<file path="config.mk">
export PLATFORM = sky130hd
export DESIGN_NAME = udp_ip_encoder
export DESIGN_NICKNAME = d
export VERILOG_FILES = /design/src/rtl/ip_pkg.sv /design/src/rtl/ip_hdr_csum.sv /design/src/rtl/udp_ip_encoder.sv
export SDC_FILE = /design/constraint.sdc
export NUM_CORES = 1
export LEC_CHECK = 0
export CORE_ASPECT_RATIO = 1.1
export CORE_MARGIN = 2
export CORE_UTILIZATION = 40
export DETAILED_ROUTE_END_ITERATION = 12
export SLEW_MARGIN = 10
export SYNTH_ARGS = -nofsm -noshare
export SYNTH_HDL_FRONTEND = slang
export SYNTH_SLANG_ARGS = --single-unit
</file>
<file path="constraint.sdc">
create_clock -name clk -period 10.4 [get_ports clk]
set_input_delay 2.08 -clock clk [delete_from_list [all_inputs] [get_ports clk]]
set_output_delay 2.08 -clock clk [all_outputs]
set_load 0.03 [all_outputs]
</file>
<file path="src/rtl/ip_pkg.sv">
// Shared IPv4/UDP constants, FSM state and header bundle.
// Used by the UDP/IP encoder and the matching decoder.
package ip_pkg;

  localparam logic [3:0] IPV4_VERSION  = 4'd4;
  localparam logic [3:0] IPV4_IHL      = 4'd5;
  localparam logic [7:0] PROTO_UDP     = 8'd17;
  localparam logic [7:0] PROTO_TCP     = 8'd6;
  localparam int         IP_HDR_BYTES  = 20;
  localparam int         UDP_HDR_BYTES = 8;

  typedef enum logic [2:0] {
    IDLE,
    CSUM,
    HDR,
    PAY,
    ERR
  } state_t;

  typedef struct packed {
    logic [31:0] src_ip;
    logic [31:0] dest_ip;
    logic [15:0] src_port;
    logic [15:0] dest_port;
    logic [15:0] len;
    logic [15:0] id;
    logic [7:0]  tos;
    logic [7:0]  ttl;
  } tx_hdr_t;

endpackage

</file>
<file path="src/rtl/ip_hdr_csum.sv">
// Ones-complement checksum over a 20-byte IPv4 header.
// The checksum field inside hdr must be zero when generating.
module ip_hdr_csum (
  input  logic [159:0] hdr,
  output logic [15:0]  csum
);

  logic [19:0] sum;
  logic [16:0] fold1;
  logic [16:0] fold2;

  // Sum ten words, fold the carries back in twice, then invert
  always_comb begin
    sum = '0;
    for (int i = 0; i < 10; i++) begin
      sum = sum + 20'(hdr[159-16*i -: 16]);
    end
    fold1 = 17'(sum[15:0]) + 17'(sum[19:16]);
    fold2 = 17'(fold1[15:0]) + 17'(fold1[16]);
    csum  = ~fold2[15:0];
  end

endmodule

</file>
<file path="src/rtl/udp_ip_encoder.sv">
// IPv4 + UDP transmit encoder, big-endian 32-bit word stream.
// IP_ID_AUTO_EN: IPv4 identification from an internal counter.
module udp_ip_encoder
  import ip_pkg::*;
#(
  parameter logic [7:0]  TTL_DEFAULT = 8'd64,
  parameter logic [15:0] MAX_LEN     = 16'd65507
) (
  input  logic        clk,
  input  logic        reset,
  input  logic        start,
  input  logic [31:0] src_ip,
  input  logic [31:0] dest_ip,
  input  logic [15:0] src_port,
  input  logic [15:0] dest_port,
  input  logic [15:0] len_data,
  input  logic [7:0]  type_of_ser,
  input  logic [7:0]  time_to_live,
  input  logic [15:0] identification,
  input  logic [31:0] data_in,
  output logic        rd_en,
  output logic [31:0] data_out,
  output logic        wr_en,
  output logic [15:0] len_out,
  output logic        busy,
  output logic        fin,
  output logic        err
);

  state_t      state, state_nx;
  tx_hdr_t     hdr_q;
  logic [2:0]  idx;
  logic [15:0] w_cnt;
  logic [15:0] csum_q;
  logic [15:0] csum;
  logic [31:0] pay_q;
  logic [15:0] id_sel;
  logic [15:0] tot_len;
  logic [15:0] udp_len;
  logic [15:0] n_words;
  logic [15:0] rd_idx;
  logic [31:0] tail_mask;
  logic [31:0] rd_mask;
  logic        last_hdr;
  logic        last_pay;

`ifdef IP_ID_AUTO_EN
  logic [15:0] id_cnt;

  // Packet ID counter advances once per completed packet
  always_ff @(posedge clk) begin
    if (reset) begin
      id_cnt <= '0;
    end else if (fin) begin
      id_cnt <= id_cnt + 16'd1;
    end
  end

  assign id_sel = id_cnt;
`else
  assign id_sel = identification;
`endif

  assign tot_len = hdr_q.len + 16'(IP_HDR_BYTES + UDP_HDR_BYTES);
  assign udp_len = hdr_q.len + 16'(UDP_HDR_BYTES);
  assign n_words = 16'((17'(hdr_q.len) + 17'd3) >> 2);
  assign last_hdr = (state == HDR) && (idx == 3'd6);
  assign last_pay = (state == PAY) && (w_cnt == n_words - 16'd1);
  assign rd_idx = (state == PAY) ? w_cnt + 16'd1 : 16'd0;

  ip_hdr_csum u_csum (
    .hdr  ({IPV4_VERSION, IPV4_IHL, hdr_q.tos, tot_len,
            hdr_q.id, 3'b010, 13'd0,
            hdr_q.ttl, PROTO_UDP, 16'h0000,
            hdr_q.src_ip, hdr_q.dest_ip}),
    .csum (csum)
  );

  // Keep only the valid leading bytes of the final payload word
  always_comb begin
    tail_mask = '1;
    unique case (hdr_q.len[1:0])
      2'd1:    tail_mask = 32'hFF00_0000;
      2'd2:    tail_mask = 32'hFFFF_0000;
      2'd3:    tail_mask = 32'hFFFF_FF00;
      default: tail_mask = '1;
    endcase
    rd_mask = (rd_idx == n_words - 16'd1) ? tail_mask : '1;
  end

  // Next-state logic
  always_comb begin
    state_nx = state;
    unique case (state)
      IDLE: begin
        if (start) begin
          state_nx = (len_data > MAX_LEN) ? ERR : CSUM;
        end
      end
      CSUM: state_nx = HDR;
      HDR: begin
        if (idx == 3'd6) begin
          state_nx = (n_words == 16'd0) ? IDLE : PAY;
        end
      end
      PAY: begin
        if (last_pay) begin
          state_nx = IDLE;
        end
      end
      ERR:     state_nx = IDLE;
      default: state_nx = IDLE;
    endcase
  end

  // Status and strobe outputs, all decoded from the current state
  always_comb begin
    busy    = (state != IDLE);
    err     = (state == ERR);
    wr_en   = (state == HDR) || (state == PAY);
    fin     = (last_hdr && (n_words == 16'd0)) || last_pay;
    rd_en   = (last_hdr && (n_words != 16'd0)) ||
              ((state == PAY) && !last_pay);
    len_out = '0;
    if ((state == CSUM) || (state == HDR) || (state == PAY)) begin
      len_out = tot_len;
    end
  end

  // Output word select: header words, then registered payload
  always_comb begin
    data_out = '0;
    unique case (state)
      HDR: begin
        case (idx)
          3'd0: data_out = {IPV4_VERSION, IPV4_IHL, hdr_q.tos, tot_len};
          3'd1: data_out = {hdr_q.id, 3'b010, 13'd0};
          3'd2: data_out = {hdr_q.ttl, PROTO_UDP, csum_q};
          3'd3: data_out = hdr_q.src_ip;
          3'd4: data_out = hdr_q.dest_ip;
          3'd5: data_out = {hdr_q.src_port, hdr_q.dest_port};
          3'd6: data_out = {udp_len, 16'h0000};
          default: data_out = '0;
        endcase
      end
      PAY:     data_out = pay_q;
      default: data_out = '0;
    endcase
  end

  // State, request latch, checksum and payload registers
  always_ff @(posedge clk) begin
    if (reset) begin
      state  <= IDLE;
      hdr_q  <= '0;
      idx    <= '0;
      w_cnt  <= '0;
      csum_q <= '0;
      pay_q  <= '0;
    end else begin
      state <= state_nx;
      if ((state == IDLE) && start) begin
        hdr_q.src_ip    <= src_ip;
        hdr_q.dest_ip   <= dest_ip;
        hdr_q.src_port  <= src_port;
        hdr_q.dest_port <= dest_port;
        hdr_q.len       <= len_data;
        hdr_q.id        <= id_sel;
        hdr_q.tos       <= type_of_ser;
        hdr_q.ttl       <= (time_to_live == 8'd0) ?
                           TTL_DEFAULT : time_to_live;
      end
      if (state == CSUM) begin
        csum_q <= csum;
      end
      idx   <= (state == HDR) ? idx + 3'd1 : 3'd0;
      w_cnt <= (state == PAY) ? w_cnt + 16'd1 : 16'd0;
      if (rd_en) begin
        pay_q <= data_in & rd_mask;
      end
    end
  end

endmodule

</file>
=== Word-level counts from Yosys, hierarchy flattened ===
Index checks and enable logic that the tools add are counted.

* Add/subtract/negate cells: 16
* Order comparisons: 1
* Equal/unequal tests: 18
* Multiplexer cells: 13
* Bitwise operators: 3
* Reductions and logical operators: 20

{| class="wikitable"
|+ Operator list
! cell !! count
|-
| $pmux W32 S7 || 1
|-
| $add A20 B16 Y20 || 6
|-
| $pmux W24 S3 || 1
|-
| $pmux W32 S2 || 1
|-
| $and A32 B32 Y32 || 1
|-
| $eq A16 B16 Y1 || 2
|-
| $mux W16 || 2
|-
| $mux W32 || 1
|-
| $add A20 B15 Y20 const B || 1
|-
| $add A15 B16 Y17 || 1
|-
| $add A16 B2 Y17 const B || 1
|-
| $add A16 B4 Y17 || 1
|-
| $add A16 B1 Y16 || 1
|-
| $add A16 B1 Y16 const B || 1
|-
| $add A16 B4 Y16 const B || 1
|-
| $add A16 B5 Y16 const B || 1
|-
| $gt A16 B16 Y1 const B || 1
|-
| $logic_not A16 Y1 || 1
|-
| $not A16 Y16 || 1
|-
| $reduce_bool A16 Y1 || 1
|-
| $sub A15 B1 Y16 const B || 1
|-
| $eq A3 B2 Y1 const B || 4
|-
| $eq A3 B3 Y1 const B || 4
|-
| $mux W3 || 4
|-
| other kinds (17) || 31
|}

* Register bits after elaboration: 214
* Input bits: 179
* Output and inout port bits: 53
* Word-level logic and storage cells: 84

=== Logic depth before layout (Yosys ltp) ===
* Depth after elaboration: 12
* Depth in mapped cells: 47
* Gate-level depth less buffers: 45

=== Hierarchy ===
A second synthesis with hierarchy kept.

* Cell total of the unflattened synthesis: 2026
* Area total of the unflattened synthesis: 16368.2 µm²

{| class="wikitable"
|+ Modules (own cells, without submodules)
! module !! times used !! cells an instance !! area each (µm²) !! sequential area each (µm²)
|-
| udp_ip_encoder || 1 || 1522 || 11539.8 || 4284.1
|-
| ip_hdr_csum || 1 || 504 || 4828.4 || 0.0
|}

=== Worst setup path after synthesis ===
OpenSTA, ideal clock, no wires.

* Kind: register to register
* Start point: register hdr_q[36] (netlist name)
* End point: register csum_q[4]
* Setup time: 86 ps
* Arrival time: 9104 ps
* Required time: 10314 ps
* Slack: 1211 ps
* Cell stages (with the launch flop): 47
* Buffers on the path: 3
* Clock period less this slack: 9189 ps
* Path through: dfxtp_1 > buf_2 > buf_2 > inv_1 > ha_1 > a21boi_0 > xnor2_1 > ha_1 > a21oi_1 > o21bai_1 > a21oi_1 > a21o_1 > xnor2_1 > fa_1 > inv_1 > fa_1 > fa_1 > fa_1 > (+11 left out) > xnor2_1 > inv_1 > fa_1 > nor2b_1 > o21ai_0 > a21oi_1 > and3_1 > and3_1 > and3_1 > ha_1 > ha_1 > nand2_1 > nor3_1 > a21oi_1 > o21ai_0 > a21oi_1 > xnor2_1 > a211oi_1

* Word-level cells in the longest chain between the ends: 12

{| class="wikitable"
|+ Ends and longest elaborated chain
! item !! line !! text
|-
| start: declaration || udp_ip_encoder.sv:31 || <nowiki>tx_hdr_t hdr_q;</nowiki>
|-
| $add A16 B5 Y16 || udp_ip_encoder.sv:64 || <nowiki>assign tot_len = hdr_q.len + 16'(IP_HDR_BYTES + UDP_HDR_BYTES);</nowiki>
|-
| $add A15 B16 Y17 || ip_hdr_csum.sv:16 || <nowiki>sum = sum + 20'(hdr[159-16*i -: 16]);</nowiki>
|-
| $add A20 B16 Y20 || ip_hdr_csum.sv:16 ||
|-
| $add A20 B15 Y20 || ip_hdr_csum.sv:16 ||
|-
| $add A20 B16 Y20 (5 in a row) || ip_hdr_csum.sv:16 ||
|-
| $add A16 B4 Y17 || ip_hdr_csum.sv:18 || <nowiki>fold1 = 17'(sum[15:0]) + 17'(sum[19:16]);</nowiki>
|-
| $add A16 B1 Y16 || ip_hdr_csum.sv:19 || <nowiki>fold2 = 17'(fold1[15:0]) + 17'(fold1[16]);</nowiki>
|-
| $not A16 Y16 || ip_hdr_csum.sv:20 || <nowiki>csum = ~fold2[15:0];</nowiki>
|-
| end signal: assignment || udp_ip_encoder.sv:174 || <nowiki>csum_q <= csum;</nowiki>
|-
| end: declaration || udp_ip_encoder.sv:34 || <nowiki>logic [15:0] csum_q;</nowiki>
|}

No other way between the ends.
A chain may end at the register's enable or synchronous reset.

=== Worst setup path after layout ===
* Start point: register hdr_q[35] (netlist name)
* End point: register csum_q[4]

The elaborated chain is that of the path after synthesis.

==> qor.txt <==
Max Clock Freq: 0.103 GHz
Top cell type's share of synthesized area: 27.5%
Critical Path End Type: flip-flop
Worst r2r src: hdr_q[35]$_SDFFE_PP0P_
Maximum vdd ir drop: 272 µV
Die H: 211 µm
Max Cap Viol: 0
Core footprint: 38300 µm²
WL/cell: 22.0 µm
Most frequent cells in the layout: 349 x nand2_1, 230 x clkdlybuf4s50_1, 213 x dfxtp_1
Width of the die: 192 µm
Vias in the first global route: 14400
Final worst slack: 725 ps
Most common cell after layout, fill and taps aside: nand2_1
DRC: 0
Flops & latches, synth: 214
Post-DP HPWL: 45200 µm
1st-pass router iterations: 8
Layout cell share with drive strength beyond 1: 6.33%
Htree depth: 1
Worst R2R Path Depth: 45
Global-route wire length before repair: 86300 µm
Final setup fails: 0
RePlAce Congestion: 1.02
CTS resizes: 0
ANT nets after route: 0
Clock buffer depth: 3
Net Count, Synth: 2245
FFs w/ async S/R, synth: 0%
Reg clk slew, reported paths: 60 ps
Top FF cell, synth: dfxtp_1
Sw Share: 51.7%
Fill cells: 3756
PortBufs: 231
Cell area after synthesis: 15600 µm²
Pins Over Slew Limit: 0
I/O pin count: 232
Setup repair bufs after CTS: 0
CTS Hold Buffers Added: 0
Area grow syn2layout: 22.6%
Max stage delay cell, worst path: fa_1
Area of the multi-input gates: 10200 µm²
WL final: 57300 µm
Number of synthesized flops with an enable pin: 0
Nets: 2403
Initial antenna violation count: 0
Seq/Total Area, Yosys: 27.5%
CP required: 10870 ps
Setup CP Type: reg2reg
Skew final: 16.2 ps
GRT Total Usage: 28.1%
Final Core Density: 49.9%
Grt ovf: 0
Static leakage: 7.30 nW
Crit-path max FO: 8
P_int: 3.77 mW
Row count: 75
Logic pwr share: 73.0%
Power share of the clock group: 12.3%
Arrival @ worst endpoint: 10150 ps
Yosys cell types: 97
Clk_lat worst skew: 570 ps
Antenna diodes: 0
R2R setup slack: 730 ps
Seq pwr share: 14.7%
1st-iter DRT viols: 1320
Syn Area/Cell: 8.08 µm²
PwrDens: 408 nW/µm²
Synth warn: 0
Die Area: 40500 µm²
Slew HR: 18.2%
Slew @ Worst Pin: 1220 ps
Initial Utilization: 40.7%
CTS tree: done
R2r endpoint: csum_q[4]$_SDFFE_PP0P_
Hold Path End: hdr_q[50]$_SDFFE_PP0P_
Final hold vios: 0
Leading post-synthesis cells by cell area: dfxtp_1 28%, fa_1 9.4%, nand2_1 8.4%
Status: complete, no violations
NetSw: 4.03 mW
Startpoint Class: flip-flop
Worst path most repeated cell: inv_1
Largest net degree at the start of global routing: 86
Hold WC Path Type: reg2reg
Vias per cell: 5.67
CP max stage delay: 540 ps
Final min period: 9670 ps
Clock sink total: 214
Hold path start: hdr_q[50]$_SDFFE_PP0P_
Largest area contributor in the netlist: dfxtp_1
Post-Synthesis Cells: 1927
Fin crit share: 93.0%
Hold path depth: 2
CTS Buf Count: 26
Via Count: 14800
Register area: 4290 µm²
Post-place setup slack: 297 ps
Root Driver: clkbuf_16
==> metrics by stage <==
step | TNS (ps) | area [µm²] | total power [mW] | instances | hold slack, ps
floorplan | 0 | 15600 | 5.23 | 1927 | 432
global placement | 0 | 18200 | 6.71 | 2557 | 446
detailed placement | 0 | 18200 | 6.74 | 2557 | 450
CTS | 0 | 19100 | 7.74 | 2602 | 459
global route | -2.22 | 19100 | 8.47 | 2602 | 481
finish | 0 | 19100 | 7.79 | 2602 | 456
==> cells by family (layout without fill, tap and decap cells) <==
logic type | count (synthesis) | in the layout | synth area share, %
flops | 214 | 214 | 27.5
xor+xnor | 129 | 129 | 7.98
simple gates | 675 | 675 | 20.4
buf+inv | 267 | 442 | 6.93
fa+ha+maj | 139 | 139 | 14.7
compound gates | 499 | 499 | 22.2
mux | 4 | 4 | 0.273
==> area by class of cell <==
| class | count | share of cell area (%) |
|---|---|---|
| multi-input cells | 1446 | 53.7 |
| flip-flops and latches | 214 | 22.4 |
| repair buffers | 258 | 13.2 |
| clock buffers | 34 | 3.93 |
| well taps | 500 | 3.28 |
| inverters | 139 | 2.73 |
| clock inverters | 11 | 0.767 |
==> how the worst max path moves through the flow <==
stage	from	end
floorplan	hdr_q[36]$_SDFFE_PP0P_	csum_q[4]$_SDFFE_PP0P_
global placement	hdr_q[35]$_SDFFE_PP0P_	csum_q[12]$_SDFFE_PP0P_
detailed placement	hdr_q[35]$_SDFFE_PP0P_	csum_q[12]$_SDFFE_PP0P_
CTS	hdr_q[35]$_SDFFE_PP0P_	csum_q[12]$_SDFFE_PP0P_
global route	hdr_q[35]$_SDFFE_PP0P_	csum_q[4]$_SDFFE_PP0P_
finish	hdr_q[35]$_SDFFE_PP0P_	csum_q[4]$_SDFFE_PP0P_
==> power groups by stage <==
stage | sequential (mW) | combinational (mW) | clock, mW
global placement | 1.16 | 5.55 | 0
detailed placement | 1.16 | 5.58 | 0
floorplan | 1.05 | 4.18 | 0
CTS | 1.14 | 5.62 | 0.973
finish | 1.15 | 5.69 | 0.958
global route | 1.16 | 6.31 | 1.01
==> synthesized netlist by cell type (36+ instances only) <==
cell type  count
inv_1        137
nor2_1        86
a21oi_1      201
nand3_1       45
clkbuf_1      96
dfxtp_1      214
o21ai_0       69
nand2b_1      36
nand2_1      350
ha_1          66
xor2_1        38
fa_1          73
xnor2_1       81
==> registers in the layout, indices dropped and copies added (netlist names) <==
register / count
csum_q: 16
hdr_q: 144
idx: 3
pay_q: 32
state: 3
w_cnt: 16
==> per-layer routing <==
layer | track usage [%] | vias to the layer above | routed length [µm]
li1 | - | 6966 | -
met1 | 36.6 | 7065 | 23500
met2 | 46.5 | 614 | 26600
met3 | 5.08 | 119 | 4930
met4 | 9.92 | 0 | 2220
met5 | 0 | - | 0
==> worst max-delay path: cells and delay by family (launching register included) <==
family                     cells  cell delay, ps
DFF                            1             430
xor gates and xnor gates       4             650
and+or+nand+nor                8            1430
buffers and inverters          6             470
adders and majority gates     10            3880
AOI/OAI and AO/OA             17            2680
(Power assumes the default switching activity.)
==> RTL edit, RTL diff (config.mk and constraints unchanged) <==
Re-encode `state_t` (5 states) as Gray code, 3 bits wide.
--- a/src/rtl/ip_pkg.sv
+++ b/src/rtl/ip_pkg.sv
@@ -10,11 +10,11 @@
   localparam int         UDP_HDR_BYTES = 8;
 
   typedef enum logic [2:0] {
-    IDLE,
-    CSUM,
-    HDR,
-    PAY,
-    ERR
+    IDLE = 3'b000,
+    CSUM = 3'b001,
+    HDR  = 3'b011,
+    PAY  = 3'b010,
+    ERR  = 3'b110
   } state_t;
 
   typedef struct packed {
Behaviour: same outputs for any inputs over 4 cycles, from zero or initial values and one cycle with reset high; so few cycles prove little.
==> RTL edit against the original RTL <==
  * Die area is 2.9% lower
  * Core utilization rose by 0.69 points
  * Cell count down 1.5%
  * Critical endpoint is now csum_q[15]
  * Sequential cell count unchanged
  * Area after synthesis decreased by 2.9%
  * Via count is 1.8% lower
  * Largest cell class unchanged
  * Count of clock-buffer cells in the layout shrank 3
  * Routed wire length down 1.6%
  * Synthesized cell count fell by 2.5%
  * Worst setup slack worse by 0.039 ns
  * First-iteration DRC count fell by 13%
  * Design area fell by 1.4%
Power is not compared: it rests on default switching activity, and its combinational part moved more than twofold at a synthesized area within 25%.
==> RTL edit: results (changes against the original RTL) <==
Post-synth top cells nand2_1 (351), dfxtp_1 (214), a21oi_1 (188), inv_1 (146), clkbuf_1 (107); initial antenna violation count 0 (unchanged); worst slew margin relative to its limit 25.99% (+7.8 points); count of fill cells added during filler insertion 3,644 (-3.0%); count of warnings emitted by yosys 0 (unchanged); number of library cell types mapped by synthesis 78 (-20%); prevailing post-synth register cell dfxtp_1; Detailed Routing Iterations Pass 1 5 (-3); HPWL after detailed placement 43.52 mm (-3.7%); maximum number of pins on one net before global-route repair 119 (+38%); number of nets in the finished design 2,369 (-1.4%); clock buffer count from CTS 26 (unchanged); via count of the first global-routing pass 14,336 (-0.69%); insertion delay to the later sink of the worst-skew pair 0.57 ns (about the same); cell at the root of the clock tree clkbuf_16; maximum single-stage delay on the critical path 0.56 ns (+0.02 ns); global-route wire length before repair 85.28 mm (-1.2%); dominant cells by area after synthesis dfxtp_1 (28%), fa_1 (9.7%), nand2_1 (8.7%); fraction of registers with async set or reset after synthesis 0% (unchanged); weighted congestion at the end of routability-driven global placement 0.9643 (-5.6%); maximum vdd ir drop between 0.15 and 0.2 mV; worst setup timing slack at the placement stage 0.3245 ns (+0.02752 ns); clock skew 0.03194 ns (+0.01575 ns); fraction of final layout cells sized beyond drive strength 1 6.329% (about the same); number of DRC markers after the initial detailed-route iteration 1,145 (-13%); largest registers hdr_q x144, pay_q x32; number of nets produced by synthesis 2,196 (-2.2%); count of antenna diodes in the layout 0 (unchanged); status completed; All-Layer GR Usage 28.13% (+0.072 points); clock buffer depth 3 (unchanged); drt wl/cell 21.97 um (-0.16%); static leakage power about 7.3 nW; sequential-to-total area share from yosys stat 28.35% (+0.84 points); number of buffers inserted by port buffering 231 (unchanged); critical path's slowest cell dfxtp_1; class of the tightest hold or removal check reg -> reg; data arrival time of the worst path 10.11 ns (-0.04 ns); clock-pin slew of the registers on the worst-case setup and hold paths 0.06 ns (about the same); Clock H-tree levels 1 (unchanged); detailed-route via count 14,493 (-1.8%); crit path max fanout 9 (+1)
[RTL edit: cell types whose count changed after synthesis, sizes merged, moves of 10 or more]
cell / change
nand3: -21
o21ai: -30
a31o: +22
o2bb2ai: -23
nor4b: +22
buf: -19
clkbuf: +10
a21oi: -13
nand2b: -22
a22o: +11
[RTL edit: logic make-up after synthesis]
logic type / share of synthesized area, %
compound gates: 20.60
simple gates: 20.28
buf+inv: 6.707
mux: 0.7038
flops: 28.35
fa+ha+maj: 15.20
xor+xnor: 8.156
[RTL edit: metrics by stage]
stage	instances	instance area, um^2	power, mW
4_1_cts	2563	18750	3.847
3_3_place_gp	2516	17850	2.857
3_5_place_dp	2516	17850	2.872
5_1_grt	2564	18820	4.153
2_1_floorplan	1878	15110	2.316
6_report	2564	18820	3.884
[RTL edit: power by group]
| group | total, mW | internal [mW] | switching, mW |
|---|---|---|---|
| clock | 0.962 | 0.585 | 0.377 |
| combinational | 1.96 | 0.783 | 1.18 |
| sequential | 0.958 | 0.887 | 0.0703 |
[RTL edit: final timing paths]
check	slack, ns	end	from	cells past startpoint
worst max-delay path	0.69	csum_q[15]	hdr_q[33]	42
worst min-delay path	0.45	csum_q[4]	csum_q[4]	2
worst max register to register	0.69	csum_q[15]	hdr_q[33]	42
worst min register to register	0.45	csum_q[4]	csum_q[4]	2
[RTL edit: metal layers]
| layer | share of wire, % | vias to the layer above | track usage (%) | wire (um) |
|---|---|---|---|---|
| met5 | 0 | - | 0 | 0 |
| met4 | 2.9 | 0 | 9.088 | 1651 |
| met3 | 7.9 | 76 | 5.630 | 4473 |
| met2 | 46 | 555 | 45.05 | 25800 |
| met1 | 43 | 7018 | 37.96 | 24420 |
| li1 | - | 6844 | - | - |
[RTL edit: worst max-delay path, delay by kind of cell (launching register included)]
family | cells | cell delay, ns
XOR/XNOR | 3 | 0.50
AO/OA/AOI/OAI | 17 | 3.05
flip-flops | 1 | 0.56
buffers and inverters | 3 | 0.28
adder cells (fa/ha/maj) | 8 | 3.18
AND/OR/NAND/NOR | 11 | 1.97
[RTL edit: repair_timing]
item                       in CTS  in global routing
gates resized for setup         0                 11
setup buffers                   0                  1
setup endpoints to repair       0                 10
[RTL edit: layout make-up]
class,instances,area share [%]
Clock buffer,31,3.770
Multi-Input combinational cell,1399,52.61
Clock inverter,16,1.044
Timing Repair Buffer,264,13.61
Inverter,146,2.912
Sequential cell,214,22.77
Tap cell,494,3.285
